`config.mk`:
```
export PLATFORM = sky130hd
export DESIGN_NAME = flag_persistence_filter_flat
export DESIGN_NICKNAME = d
export VERILOG_FILES = /design/src/rtl/fpf_pkg.sv /design/src/rtl/flag_persistence_filter_if.sv /design/src/rtl/fpf_sat_counter.sv /design/src/rtl/flag_persistence_filter.sv /design/src/flat_wrapper.sv
export SDC_FILE = /design/constraint.sdc
export NUM_CORES = 1
export LEC_CHECK = 0
export ABC_AREA = 0
export ABC_CLOCK_PERIOD_IN_PS = 2300
export CAP_MARGIN = 20
export CORE_MARGIN = 10
export CORE_UTILIZATION = 40
export DETAILED_ROUTE_END_ITERATION = 8
export GPL_TIMING_DRIVEN = 0
export SKIP_CTS_REPAIR_TIMING = 1
export SLEW_MARGIN = 20
export SYNTH_ARGS = -nofsm -noshare
export SYNTH_HDL_FRONTEND = slang
export SYNTH_SLANG_ARGS = --single-unit
```
`constraint.sdc`:
```
create_clock -name clk -period 2.3 [get_ports clk]
set_clock_uncertainty 0.2 [all_clocks]
set_input_delay 0.23 -clock clk [delete_from_list [all_inputs] [get_ports clk]]
set_output_delay 0.23 -clock clk [all_outputs]
set_load 0.02 [all_outputs]
```
`src/rtl/fpf_pkg.sv`:
```
// -----------------------------------------------------------------------------
// fpf_pkg
//   Shared types and helpers for the flag persistence filter.
//   state_t : FSM states, 2-bit encoding (IDLE, ARM, ALARM, WAIT_LOW)
//   clog2   : elaboration-time ceil(log2(v)), used to size the run counter
// -----------------------------------------------------------------------------
package fpf_pkg;

   typedef enum logic [1:0] {
      IDLE     = 2'b00,
      ARM      = 2'b01,
      ALARM    = 2'b10,
      WAIT_LOW = 2'b11
   } state_t;

   function automatic int unsigned clog2(input int unsigned v);
      int unsigned r;
      r = 0;
      while ((32'd1 << r) < v) r++;
      return r;
   endfunction

endpackage

```
`src/rtl/flag_persistence_filter_if.sv`:
```
// -----------------------------------------------------------------------------
// flag_persistence_filter_if
//   Event-count readout bus towards the slow-control register block.
//   rd_req_i   : one-cycle read request (master -> filter)
//   rd_valid_o : one-cycle strobe, rd_data_o valid while high (filter -> master)
//   rd_data_o  : CW-bit event-count snapshot (filter -> master)
//   sat_o      : event counter is at all-ones (filter -> master)
// -----------------------------------------------------------------------------
interface flag_persistence_filter_if #(
   parameter int unsigned CW = 8
) ();

   logic          rd_req_i;
   logic          rd_valid_o;
   logic [CW-1:0] rd_data_o;
   logic          sat_o;

   modport master (
      output rd_req_i,
      input  rd_valid_o,
      input  rd_data_o,
      input  sat_o
   );

   modport slave (
      input  rd_req_i,
      output rd_valid_o,
      output rd_data_o,
      output sat_o
   );

endinterface

```
`src/rtl/fpf_sat_counter.sv`:
```
// -----------------------------------------------------------------------------
// fpf_sat_counter
//   CW-bit saturating event counter with synchronous clear and read-and-clear.
//   All registers are triplicated and majority-voted.
//   clk        : clock
//   rstn       : asynchronous active-low reset
//   inc_i      : count one event (saturates at all-ones)
//   clr_i      : synchronous clear, highest priority for the count
//   rd_i       : snapshot the current count and clear it in the same edge
//   rd_valid_o : registered strobe one cycle after rd_i
//   rd_data_o  : snapshot, held until the next read (0 after reset)
//   sat_o      : combinational, count is all-ones
// -----------------------------------------------------------------------------
module fpf_sat_counter #(
   parameter int unsigned CW = 8
) (
   input  logic          clk,
   input  logic          rstn,
   input  logic          inc_i,
   input  logic          clr_i,
   input  logic          rd_i,
   output logic          rd_valid_o,
   output logic [CW-1:0] rd_data_o,
   output logic          sat_o
);

   logic [CW-1:0] cnt_q [3];
   logic [CW-1:0] snap_q [3];
   logic [2:0]    vld_q;

   logic [CW-1:0] cnt_v, snap_v;
   logic          vld_v;
   logic [CW-1:0] cnt_d, snap_d;
   logic          vld_d;

   assign cnt_v  = (cnt_q[0] & cnt_q[1]) | (cnt_q[0] & cnt_q[2]) | (cnt_q[1] & cnt_q[2]);
   assign snap_v = (snap_q[0] & snap_q[1]) | (snap_q[0] & snap_q[2]) | (snap_q[1] & snap_q[2]);
   assign vld_v  = (vld_q[0] & vld_q[1]) | (vld_q[0] & vld_q[2]) | (vld_q[1] & vld_q[2]);

   assign sat_o      = &cnt_v;
   assign rd_valid_o = vld_v;
   assign rd_data_o  = snap_v;

   always_comb begin
      cnt_d  = cnt_v;
      snap_d = snap_v;
      vld_d  = rd_i;
      // Snapshot ignores clr_i so a read alongside a clear returns the old count.
      if (rd_i) snap_d = cnt_v;
      if (clr_i) begin
         cnt_d = '0;
      end else if (rd_i) begin
         // An event landing on the read edge starts the next interval at 1.
         cnt_d = inc_i ? CW'(1) : '0;
      end else if (inc_i && !sat_o) begin
         cnt_d = cnt_v + CW'(1);
      end
   end

   always_ff @(posedge clk or negedge rstn) begin
      if (!rstn) begin
         for (int unsigned i = 0; i < 3; i++) begin
            cnt_q[i]  <= '0;
            snap_q[i] <= '0;
         end
         vld_q <= '0;
      end else begin
         for (int unsigned i = 0; i < 3; i++) begin
            cnt_q[i]  <= cnt_d;
            snap_q[i] <= snap_d;
         end
         vld_q <= {3{vld_d}};
      end
   end

endmodule

```
`src/rtl/flag_persistence_filter.sv`:
```
// -----------------------------------------------------------------------------
// flag_persistence_filter
//   Raises a sticky alarm once flag_i has been high for K consecutive cycles
//   and counts qualified events in a saturating counter read over rd_bus.
//   State and run registers are triplicated and majority-voted; flag_i is not.
//   clk      : clock
//   rstn     : asynchronous active-low reset
//   flag_i   : per-cycle flag from the upstream OR-reduction stage
//   ack_i    : alarm acknowledge, level-sampled
//   clear_i  : synchronous clear of FSM, run counter and event counter
//   alarm_o  : sticky alarm (state == ALARM)
//   rd_bus   : readout bus (rd_req_i / rd_valid_o / rd_data_o / sat_o)
// -----------------------------------------------------------------------------
module flag_persistence_filter
   import fpf_pkg::*;
#(
   parameter int unsigned K  = 3,
   parameter int unsigned CW = 8
) (
   input  logic                        clk,
   input  logic                        rstn,
   input  logic                        flag_i,
   input  logic                        ack_i,
   input  logic                        clear_i,
   output logic                        alarm_o,
   flag_persistence_filter_if.slave    rd_bus
);

   localparam int unsigned RW = clog2(K + 1);

   logic [1:0]    st_q [3];
   logic [RW-1:0] run_q [3];

   logic [1:0]    st_vote;
   state_t        st_v, st_d;
   logic [RW-1:0] run_v, run_d;
   logic [RW:0]   run_inc;
   logic          entry;

   assign st_vote = (st_q[0] & st_q[1]) | (st_q[0] & st_q[2]) | (st_q[1] & st_q[2]);
   assign st_v    = state_t'(st_vote);
   assign run_v   = (run_q[0] & run_q[1]) | (run_q[0] & run_q[2]) | (run_q[1] & run_q[2]);
   assign run_inc = {1'b0, run_v} + (RW+1)'(1);

   always_comb begin
      st_d  = st_v;
      run_d = run_v;
      case (st_v)
         IDLE: begin
            run_d = '0;
            if (flag_i) begin
               run_d = RW'(1);
               st_d  = (K == 1) ? ALARM : ARM;
            end
         end
         ARM: begin
            if (flag_i) begin
               run_d = run_inc[RW-1:0];
               if (run_inc == (RW+1)'(K)) st_d = ALARM;
            end else begin
               st_d  = IDLE;
               run_d = '0;
            end
         end
         ALARM: begin
            if (ack_i) begin
               if (flag_i) begin
                  st_d = WAIT_LOW;
               end else begin
                  st_d  = IDLE;
                  run_d = '0;
               end
            end
         end
         WAIT_LOW: begin
            if (!flag_i) begin
               st_d  = IDLE;
               run_d = '0;
            end
         end
         default: begin
            st_d  = IDLE;
            run_d = '0;
         end
      endcase
      if (clear_i) begin
         st_d  = IDLE;
         run_d = '0;
      end
   end

   // Counts transitions into ALARM only; a clear forces st_d to IDLE so it never counts.
   assign entry   = (st_d == ALARM) && (st_v != ALARM);
   assign alarm_o = (st_v == ALARM);

   always_ff @(posedge clk or negedge rstn) begin
      if (!rstn) begin
         for (int unsigned i = 0; i < 3; i++) begin
            st_q[i]  <= IDLE;
            run_q[i] <= '0;
         end
      end else begin
         for (int unsigned i = 0; i < 3; i++) begin
            st_q[i]  <= st_d;
            run_q[i] <= run_d;
         end
      end
   end

   fpf_sat_counter #(
      .CW (CW)
   ) u_cnt (
      .clk        (clk),
      .rstn       (rstn),
      .inc_i      (entry),
      .clr_i      (clear_i),
      .rd_i       (rd_bus.rd_req_i),
      .rd_valid_o (rd_bus.rd_valid_o),
      .rd_data_o  (rd_bus.rd_data_o),
      .sat_o      (rd_bus.sat_o)
   );

endmodule
```
`src/flat_wrapper.sv`:
```
// flat-port wrapper written by rule: the top's interface ports become plain ports
module flag_persistence_filter_flat import fpf_pkg::*;
#(
   parameter int unsigned K  = 3,
   parameter int unsigned CW = 8
)
  (clk, rstn, flag_i, ack_i, clear_i, alarm_o, rd_bus_rd_req_i, rd_bus_rd_valid_o, rd_bus_rd_data_o, rd_bus_sat_o);
  flag_persistence_filter_if #(.CW(CW)) rd_bus_i ();
  input  logic clk;
  input  logic rstn;
  input  logic flag_i;
  input  logic ack_i;
  input  logic clear_i;
  output logic alarm_o;
  input wire logic [$bits(rd_bus_i.rd_req_i)-1:0] rd_bus_rd_req_i;
  output wire logic [$bits(rd_bus_i.rd_valid_o)-1:0] rd_bus_rd_valid_o;
  output wire logic [$bits(rd_bus_i.rd_data_o)-1:0] rd_bus_rd_data_o;
  output wire logic [$bits(rd_bus_i.sat_o)-1:0] rd_bus_sat_o;
  assign rd_bus_i.rd_req_i = rd_bus_rd_req_i;
  assign rd_bus_rd_valid_o = rd_bus_i.rd_valid_o;
  assign rd_bus_rd_data_o = rd_bus_i.rd_data_o;
  assign rd_bus_sat_o = rd_bus_i.sat_o;
  flag_persistence_filter #(.K(K), .CW(CW)) u_core (.clk(clk), .rstn(rstn), .flag_i(flag_i), .ack_i(ack_i), .clear_i(clear_i), .alarm_o(alarm_o), .rd_bus(rd_bus_i));
endmodule
```
==> impl_metrics.json, run 1 <==
{
  "dominant_combinational_cell_family_by_area_after_synthesis": "simple AND/OR/NAND/NOR gates",
  "post_synth_main_area_contributors": "sky130_fd_sc_hd__dfrtp_1 (52%), sky130_fd_sc_hd__mux2_2 (8.9%), sky130_fd_sc_hd__a21oi_1 (3.0%)",
  "async_flop_share": 1.00,
  "crit_path_top_delay_cell": "sky130_fd_sc_hd__dfrtp_1",
  "finalSetupViolations": 0,
  "critical-path-top-delay-family": "flip-flops",
  "holdPathStages": 1,
  "post_dp_cell_area_um2": 1210,
  "global_route.usage.met3": 0.0311,
  "worstHoldPathType": "in -> reg",
  "gp_routability_congestion": 0.816,
  "fin_nets": 116,
  "number_of_antenna_violations_at_the_first_check_in_global_routing": 0,
  "reg2reg_slack_ns": 0.35,
  "worst-path-stages": 4,
  "grt_pass1_vias": 806,
  "postSynthRegisterBits": 21,
  "synth.area.mux_share": 0.109,
  "power_leakage_nw": 0.573,
  "slew_headroom": 0.387,
  "synth_largest_area_cell": "sky130_fd_sc_hd__dfrtp_1",
  "synthesis.yosys.warnings": 0,
  "cts_tree": "yes",
  "critical_path.cell_chain": "ha_1, nand3_1, nor2_1, dlymetal6s2s_1",
  "report.final.slew_viol_count": 0,
  "ir_drop_v": 0.000301,
  "rsz_0062_raised_after_global_routing": "false",
  "clock_insertion_delay_worst_skew_ns": 0.30,
  "cp-end-kind": "output pin",
  "share_of_layout_cells_above_drive_strength_1": 0.159,
  "effective_utilization_at_floorplan": 0.412,
  "setup.worst_path.class": "reg -> out",
  "grt.overflow.total": 0,
  "count_of_buffers_from_port_buffering": 16,
  "final_design_instance_area_without_fill_um2": 1240,
  "synth.avg_cell_area_um2": 11.6,
  "drt_iter0_markers": 36,
  "worst_hold_path.endpoint": "u_core.u_cnt.vld_q[0]$_DFF_PN0_",
  "most_frequent_cell_after_synthesis": "sky130_fd_sc_hd__dfrtp_1",
  "grt_pass1_wl_um": 3480,
  "areaGrowthSynthToFinish_pct": 22.4,
  "ys_dominant_reg_cell": "sky130_fd_sc_hd__dfrtp_1",
  "slowest_delay_ns": 0.42,
  "grt_max_degree": 22,
  "hold_start": "rd_bus_rd_req_i",
  "ios": 17,
  "drtPass1Iterations": 4,
  "diodes": 0,
  "worstPathRequired_ns": 1.87,
  "placed_cells": 133,
  "final_core_utilization": 0.505,
  "num_vias": 732,
  "max_freq_mhz": 507,
  "critPathMaxFanout": 5,
  "crit_path_start_kind": "flip-flop",
  "ctsLongestPathBuffers": 2,
  "die_h_um": 70.3,
  "hold_ws_ns": 0.207,
  "run_status": "completed",
  "r2r-start": "u_core.u_cnt.cnt_q[0]$_DFFE_PN0P_",
  "count_of_mapped_cells_out_of_synthesis": 87,
  "seq_area_frac_synth": 0.519,
  "die_area_um2": 4940,
  "dpl.hpwl_um": 1390,
  "timing.critical_path.buf_inv": 1,
  "route.final.wire_length_um": 1860,
  "synth-simple-area-share": 0.179,
  "clock_tree.root_cell": "sky130_fd_sc_hd__clkbuf_4",
  "synth_top_area_share": 0.519,
  "grt_use_met2": 0.128,
  "numCtsBuffers": 3,
  "critPathArrivalTime_ns": 1.54,
  "power.density_nw_per_um2": 473,
  "cts-htree-levels": 1,
  "clk_transition_reported_paths_ns": 0.11,
  "gr-max-usage-layer": "met2",
  "synth_cell_type_count": 32,
  "avgRoutedWirePerCell_um": 13.6,
  "vias_per_cell": 5.34,
  "synth-xor-area-share": 0.00865,
  "count_of_flip_flops_with_a_built_in_enable_after_synthesis": 0,
  "fin_crit_sh": 0.858,
  "floorplan.die.width_um": 70.3,
  "antenna_violating_nets_post_route": 0,
  "reg2regPathDepth": 5,
  "use_met1": 0.0948,
  "layout.cells.non_filler": 137,
  "cap_violations": 0,
  "route.detailed.drc": 0,
  "core.rowCount": 18,
  "synth_commonest_cells": "sky130_fd_sc_hd__dfrtp_1 (21), sky130_fd_sc_hd__mux2_2 (8), sky130_fd_sc_hd__nor2_1 (8), sky130_fd_sc_hd__a21oi_1 (6), sky130_fd_sc_hd__o21ai_0 (4)",
  "syn_area_um2": 1010,
  "core_area_um2": 2450,
  "global_route.usage.total": 0.0833,
  "clock_sinks": 21,
  "yosys.area_share.adder": 0.0247,
  "min_period_ns": 1.97,
  "worst_pin_slew_ns": 0.917,
  "synthesis.nets": 95,
  "final-hold-violation-count": 0,
  "reg2reg_end": "u_core.u_cnt.cnt_q[7]$_DFFE_PN0P_",
  "synth_compound_area_frac": 0.133,
  "setup_total_negative_slack_ns": 0
}
==> cell type report <==
| type | instances | area (um2) |
|---|---|---|
| plain buffers | 3 | 18.8 |
| clock buffers | 4 | 26.3 |
| fillers | 211 | 1220 |
| inverters | 2 | 7.51 |
| multi-input cells | 61 | 460 |
| flip-flops and latches | 21 | 526 |
| well taps | 30 | 37.5 |
| repair buffers | 16 | 163 |
==> worst max path at each step <==
stage                                                    to                               from
after floorplan           u_core.u_cnt.cnt_q[5]$_DFFE_PN0P_          u_core.run_q[4]$_DFF_PN0_
after global placement    u_core.u_cnt.cnt_q[0]$_DFFE_PN0P_                    rd_bus_rd_req_i
after detailed placement  u_core.u_cnt.cnt_q[0]$_DFFE_PN0P_                    rd_bus_rd_req_i
after CTS                                      rd_bus_sat_o  u_core.u_cnt.cnt_q[0]$_DFFE_PN0P_
after global routing                           rd_bus_sat_o  u_core.u_cnt.cnt_q[0]$_DFFE_PN0P_
final                                          rd_bus_sat_o  u_core.u_cnt.cnt_q[0]$_DFFE_PN0P_
==> registers in the layout, summed over array words and instances (netlist names) <==
register / cells
u_core.st_q: 2
u_core.u_cnt.cnt_q: 8
u_core.u_cnt.snap_q: 8
u_core.u_cnt.vld_q: 1
u_core.run_q: 2
==> logic make-up (layout without fill, tap and decap cells) <==
family                     Yosys count  count (layout)
AOI/OAI and AO/OA                   19              19
and+or+nand+nor                     29              29
DFF                                 21              21
adders and majority gates            2               2
xor gates and xnor gates             1               1
buffers and inverters                5              25
muxes                               10              10
==> worst register-to-register path: cells and delay by family, from the launching register on <==
kind,cells,cell delay [ns]
DFF,1,0.44
adders and majority gates,1,0.24
AOI/OAI and AO/OA,2,0.32
and+or+nand+nor,2,0.69
==> routing by layer <==
metal  vias up  share of wire  wire (um)
met1       352           0.48        886
met5         -              0          0
met2        15           0.44        824
met3         7          0.054        101
li1        358              -          -
met4         0          0.027         51
==> placed cells by master, fill, tap and decap left out, types with 2 or more instances in the layout <==
cell and n:
sky130_fd_sc_hd__inv_1 2, sky130_fd_sc_hd__o31ai_1 2, sky130_fd_sc_hd__o21ai_0 4, sky130_fd_sc_hd__mux2_2 8, sky130_fd_sc_hd__dfrtp_1 21, sky130_fd_sc_hd__nor2_1 8, sky130_fd_sc_hd__or3_1 2, sky130_fd_sc_hd__a21oi_1 6
sky130_fd_sc_hd__clkdlybuf4s50_1 15, sky130_fd_sc_hd__clkbuf_4 3, sky130_fd_sc_hd__a21o_1 2, sky130_fd_sc_hd__clkbuf_1 3, sky130_fd_sc_hd__nand4_1 2, sky130_fd_sc_hd__nor3b_1 3, sky130_fd_sc_hd__or4_1 2, sky130_fd_sc_hd__nand3_1 2
sky130_fd_sc_hd__nand2_1 2, sky130_fd_sc_hd__mux2i_1 2, sky130_fd_sc_hd__ha_1 2
==> power by group <==
group / leakage (nW) / switching, W / internal [W]
logic: 0.269 / 0.0000214 / 0.0000177
clock network: 0.0150 / 0.000104 / 0.0000676
registers: 0.289 / 0.00000260 / 0.000372
total: 0.573 / 0.000128 / 0.000457
==> metrics by stage <==
step / total power, W / setup slack (ns)
final: 0.000586 / 0.327
after global routing: 0.000622 / 0.162
after CTS: 0.000598 / -0.0777
after detailed placement: 0.000423 / -0.0235
after global placement: 0.000421 / 0.00535
after floorplan: 0.000398 / 0.494
Note: power is estimated with default switching activity, not from simulation.
==> run 2, diff against run 1 <==
ABC_CLOCK_PERIOD_IN_PS = default   (was 2300)
==> results of run 2 <==
The final DEF is identical to that of run 1; final timing and power are the same.
